--- src/rtl/onehot_decoder_seq.sv ---
// Registered one-hot index decoder with direct load, up/down auto-scan,
// output blanking and a wrap pulse. m is the active-high one-hot word of
// the index, d its active-low complement.
module onehot_decoder_seq #(
    parameter int SEL_W    = 2,
    parameter int STEP_DIV = 4
) (
    input  logic                  clk,
    input  logic                  rst,
    input  logic                  en,
    input  logic [1:0]            mode,
    input  logic                  in_valid,
    output logic                  in_ready,
    input  logic [SEL_W-1:0]      sel,
    output logic [2**SEL_W-1:0]   m,
    output logic [2**SEL_W-1:0]   d,
    output logic [SEL_W-1:0]      idx,
    output logic                  out_valid,
    output logic                  wrap
);

    localparam int OUT_W = 2**SEL_W;
    localparam int PS_W  = (STEP_DIV > 1) ? $clog2(STEP_DIV) : 1;
    localparam logic [PS_W-1:0]  PS_LAST = PS_W'(STEP_DIV - 1);
    localparam logic [SEL_W-1:0] IDX_MAX = {SEL_W{1'b1}};

    // The state records the mode seen on the previous edge; comparing it with
    // the live mode is what detects a mode change.
    typedef enum logic [1:0] {
        IDLE    = 2'b00,
        SCAN_UP = 2'b01,
        SCAN_DN = 2'b10,
        HOLD    = 2'b11
    } state_t;

    state_t          state;
    state_t          mode_s;
    logic [PS_W-1:0] prescaler;

    logic [SEL_W-1:0] next_idx;
    logic [PS_W-1:0]  next_ps;
    logic             changed;
    logic             load;
    logic             step;
    logic             wrap_evt;
    logic [OUT_W-1:0] onehot_next;

    assign mode_s   = state_t'(mode);
    assign changed  = (mode_s != state);
    assign in_ready = (mode == 2'b00) && !rst;

    // Next index / prescaler and the load, step and wrap events for this edge.
    always_comb begin
        // NOTE: every output of a combinational block gets a default first so
        // that no path leaves it unassigned and infers a latch.
        next_idx = idx;
        next_ps  = prescaler;
        load     = 1'b0;
        step     = 1'b0;
        wrap_evt = 1'b0;
        unique case (mode_s)
            IDLE: begin
                next_ps = '0;
                if (in_valid) begin
                    next_idx = sel;
                    load     = 1'b1;
                end
            end
            SCAN_UP, SCAN_DN: begin
                if (changed) begin
                    next_ps = '0;
                end else if (prescaler == PS_LAST) begin
                    next_ps = '0;
                    step    = 1'b1;
                    if (mode_s == SCAN_UP) begin
                        next_idx = idx + SEL_W'(1);
                        wrap_evt = (idx == IDX_MAX);
                    end else begin
                        next_idx = idx - SEL_W'(1);
                        wrap_evt = (idx == '0);
                    end
                end else begin
                    next_ps = prescaler + PS_W'(1);
                end
            end
            HOLD: begin
                next_ps = changed ? '0 : prescaler;
            end
        endcase
    end

    assign onehot_next = OUT_W'(1) << next_idx;

    // Register index, prescaler, mode history and the decoded outputs.
    always_ff @(posedge clk) begin
        // NOTE: sequential state uses non-blocking assignments so every
        // register samples the pre-edge values regardless of statement order.
        if (rst) begin
            state     <= IDLE;
            idx       <= '0;
            prescaler <= '0;
            m         <= OUT_W'(1);
            d         <= ~OUT_W'(1);
            out_valid <= 1'b0;
            wrap      <= 1'b0;
        end else begin
            state     <= mode_s;
            idx       <= next_idx;
            prescaler <= next_ps;
            m         <= en ? onehot_next : '0;
            d         <= en ? ~onehot_next : '1;
            out_valid <= load | step;
            wrap      <= wrap_evt;
        end
    end

endmodule

--- config.mk ---
export PLATFORM = sky130hd
export DESIGN_NAME = onehot_decoder_seq
export DESIGN_NICKNAME = d
export VERILOG_FILES = /design/src/rtl/onehot_decoder_seq.sv
export SDC_FILE = /design/constraint.sdc
export NUM_CORES = 1
export LEC_CHECK = 0
export ABC_AREA = 1
export CELL_PAD_IN_SITES_DETAIL_PLACEMENT = 0
export CELL_PAD_IN_SITES_GLOBAL_PLACEMENT = 1
export CORE_MARGIN = 2
export CORE_UTILIZATION = 35
export DETAILED_ROUTE_END_ITERATION = 7
export PLACE_DENSITY = 0.9
export REMOVE_ABC_BUFFERS = 1
export SLEW_MARGIN = 20
export SYNTH_ARGS = -nofsm -noshare
export SYNTH_HDL_FRONTEND = slang
export SYNTH_SLANG_ARGS = --single-unit
--- constraint.sdc ---
create_clock -name clk -period 2.4 [get_ports clk]
set_clock_uncertainty 0.2 [all_clocks]
set_input_delay 0.48 -clock clk [delete_from_list [all_inputs] [get_ports clk]]
set_output_delay 0.48 -clock clk [all_outputs]
set_load 0.03 [all_outputs]
* Yosys cells after proc, flatten, opt, wreduce, memory -nomap -nowiden
Cells that the tools add are included.
Cells by class: add/sub/neg operators 3, equality and inequality tests 7, shift-type cells 1, mux-type cells 17, bitwise operators 5, reduce and logical (&&, ||, !) cells 7
Operators with widths (number):
- two-way mux 2 bit | 7
- equality test 2 bit, second input constant | 4
- two-way mux 1 bit | 8
- case mux 2 bit (3 select lines) | 1
- adder 2 x 1 -> 2 bit, second input constant | 2
- logical NOT 2 bit | 2
- NOT 4 bit | 1
- case mux 2 bit (2 select lines) | 1
- OR reduction 2 bit | 2
- OR reduction 4 bit | 1
- left shift 1 x 2 -> 4 bit, first input constant | 1
- NOT 1 bit | 3
- equality test 2 x 1 -> 1 bit, second input constant | 1
- != test 2 bit | 1
- != test 2 bit, second input constant | 1
- subtractor 2 x 1 -> 2 bit, second input constant | 1
- logical AND 1 bit | 1
- logical NOT 1 bit | 1
- OR 1 bit | 1
Word-level totals: flip-flop bits (word level) 16, input port bits 8, output and inout port bits 13, word-level logic and storage cells 49

* Longest topological paths before layout
depth in word-level cells 8, mapped depth 12, gate-level depth less buffers 12

* Worst setup path before layout
Ideal clock, no wire load.
path kind input to output, start point in mode[1], end point out in_ready, arrival 1218 ps, path slack 502 ps, stages 4, buffers on the path 0, cell sequence inv_2 ha_1 inv_1 nor2_1
Between the ends: word-level cells in the longest chain between the ends 2
RTL lines:
- start, declared | RTL line 11 | input logic [1:0] mode,
- logical NOT 2 bit | RTL line 50 | assign in_ready = (mode == 2'b00) && !rst;
- logical AND 1 bit | RTL line 50
- end, declared | RTL line 13 | output logic in_ready,
Every way passes these cells.

* Worst setup path in the final report
start point in mode[0], end point out in_ready
Same word-level chain as after synthesis.

==> impl_metrics.py <==
metrics = {
    "power_and_ir_drop": {
        "p_total_uw": 570,
        "ir_drop_mv": 0.333,
        "p_leak_nw": 0.475,
        "powerDensity_nw_per_um2": 548,
        "seqPwrFrac": 0.492,
        "intPower_uw": 415,
        "p_comb_frac": 0.193,
        "p_sw_frac": 0.273,
        "switchingPower_uw": 156,
        "p_clk_frac": 0.315,
    },
    "yosys": {
        "synth_edf_count": 0,
        "syn_inst": 97,
        "ys_warn_count": 0,
        "netlist_area_um2": 751,
        "synth_top_area_cell": "dfxtp_1",
        "synth_ff_type": "dfxtp_1",
        "synth_top_area_share": 0.427,
        "async_flop_share": 0,
        "yosysSeqAreaShare": 0.427,
        "yosys-top-cells-area": "dfxtp_1 43%, ha_1 8.3%, nand2_1 8.0%, inv_1 7.5%, nand2_2 6.7%",
        "yosysUniqueCellTypes": 17,
        "synth_seq_cells": 16,
        "synth_commonest_cells": "16 x dfxtp_1, 16 x nand2_1, 15 x inv_1",
        "syn_area_per_cell_um2": 7.74,
    },
    "clock_network": {
        "clockRootBuffer": "clkbuf_4",
        "cts_tree": "built",
        "cts_sinks": 16,
        "cts_buffers": 3,
        "cts_max_level": 1,
        "insertion_delay_ns": 0.29,
        "clock_path_buffers": 2,
        "cts_hold_buffers": 0,
        "post-cts-setup-buffers": 0,
        "path_clk_slew_ns": 0.10,
    },
    "timing": {
        "finalCritPeriodShare": 0.943,
        "hold_viol_final": 0,
        "post-route-min-period_ns": 2.26,
        "tightest_slew_ns": 0.380,
        "setup_violations": 0,
        "slew_violations": 0,
        "fin_tns_setup_ns": 0,
        "slew_headroom": 0.740,
        "rsz0062_at_grt": "no",
        "clock.fmax_mhz": 442,
        "fin_ws_ns": 0.136,
    },
    "cells_and_area": {
        "insertedDiodeCount": 0,
        "final_layout_size_suffix_gt1_frac": 0.195,
        "stdcell_count": 150,
        "area_growth_pct": 38.5,
        "nNetsFinal": 137,
        "fill_cells": 205,
    },
    "routing": {
        "vias": 682,
        "wl_per_cell_um": 9.99,
        "postRouteWirelength_mm": 1.50,
        "viasPerCell": 4.55,
        "drc_errors": 0,
        "drt_iter0_drc": 8,
        "dr.pass1.iters": 6,
        "ant_nets": 0,
    },
    "worst_setup_path": {
        "crit_type": "input port to primary output",
        "max_stage_delay_ns": 0.47,
        "arrival_ns": 1.58,
        "crit_buf_inv": 4,
        "crit_path_end_kind": "primary output",
        "r2r_slack_ns": 0.90,
        "cp_cell_sequence": "clkdlybuf4s50_1 -> inv_2 -> ha_2 -> inv_1 -> nor2_1 -> buf_4",
        "cp_max_fo": 6,
        "cpMaxStageDelayCell": "clkdlybuf4s50_1",
        "critPathTopFamily": "buffers and inverters",
        "cp-start-kind": "input port",
        "crit_required_ns": 1.72,
    },
    "global_route": {
        "grt_pass1_vias": 636,
        "track_usage": 0.138,
        "grt_max_degree": 10,
        "top_usage_layer": "met2",
        "use_met2": 0.206,
        "grt_use_met3": 0.0298,
        "met1_usage": 0.172,
        "overflow": 0,
        "antenna_found_initial": 0,
        "grt_pass1_wl_mm": 2.64,
    },
    "die": {
        "die-area_um2": 2530,
        "start_util": 0.375,
        "die_h_um": 50.3,
        "rows": 16,
        "core_um2": 2000,
        "ios": 21,
        "die_width_um": 50.3,
    },
    "placed_design": {
        "dpl.hpwl_mm": 1.19,
        "place_inst": 146,
        "pre_cts_slack_ns": 0.102,
        "gp_congestion": 0.758,
        "port_buffers": 20,
    },
    "outcome": {
        "status": "complete, no violations",
    },
    "job": {
        "max-cap-violations": 0,
    },
    "worst_hold_path": {
        "hold_class": "flop to flop",
    },
}
worst register-to-register path, cell delays in order, from the launching register on:
cell and delay [ns]:
dfxtp_1 0.37, ha_1 0.29, nand3_1 0.11, nand2_1 0.07
nand3_1 0.07, nand2_2 0.08, nand2_2 0.07, inv_1 0.07
nand3_1 0.06
layout make-up:
type	count	area (um^2)	area share
flip-flops and latches	16	320	0.308
clock buffers	4	36.3	0.0349
well taps	27	33.8	0.0325
multi-input cells	62	362	0.348
repair buffers	23	220	0.212
inverters	18	67.6	0.0650
power groups by stage:
| stage | Clock (mW) | Sequential (mW) | Combinational, mW |
|---|---|---|---|
| after global routing | 0.198 | 0.283 | 0.122 |
| after global placement | 0 | 0.287 | 0.108 |
| after floorplan | 0 | 0.302 | 0.0497 |
| after CTS | 0.184 | 0.281 | 0.110 |
| after detailed placement | 0 | 0.287 | 0.109 |
| final | 0.179 | 0.281 | 0.110 |
final timing paths:
path	from	end	cells after the start
max	mode[0]	in_ready	6
min	prescaler[1]	prescaler[1]	2
max reg2reg	prescaler[0]	d[2]	8
min reg2reg	prescaler[1]	prescaler[1]	2
per-layer routing:
metal	vias up	part of all wire
li1	362	-
met1	295	0.46
met2	20	0.47
met3	5	0.040
met4	0	0.029
met5	-	0
per-stage QoR:
step	utilization	hold slack (ns)	area, um^2
after global placement	0.500	0.245	1000
final	0.519	0.267	1040
after detailed placement	0.500	0.253	1000
after global routing	0.519	0.292	1040
after floorplan	-	0.237	747
after CTS	0.518	0.267	1040
flip-flops by register name, indices dropped and copies added (netlist names):
name	cells
prescaler	2
d	4
wrap	1
out_valid	1
m	4
idx	2
state	2
logic make-up after synthesis:
kind of cell | Yosys count | share of synthesized area
fa+ha+maj | 5 | 0.0833
flops | 16 | 0.427
buf+inv | 19 | 0.0950
compound gates | 7 | 0.0533
simple gates | 49 | 0.330
xor+xnor | 1 | 0.0117
repair_timing:
action / CTS / global route
hold endpoints to repair: 0 / 0
endpoints found under the setup margin: 0 / 1
resized for setup: 0 / 1
cell usage in the layout, fill, tap and decap left out, types with 2 or more instances in the layout:
cell type        Yosys  routed
clkbuf_4             0       3
nand4_1              2       2
nand2_1             16      16
nor2_1               9       9
nand2_2              8       8
clkdlybuf4s50_1      0      19
a21oi_1              4       4
dfxtp_1             16      16
ha_1                 5       4
inv_2                3       3
nand3_2              3       3
nand3_1             10      10
buf_4                0       4
inv_1               15      15
Note: power is estimated with default switching activity, not from simulation.
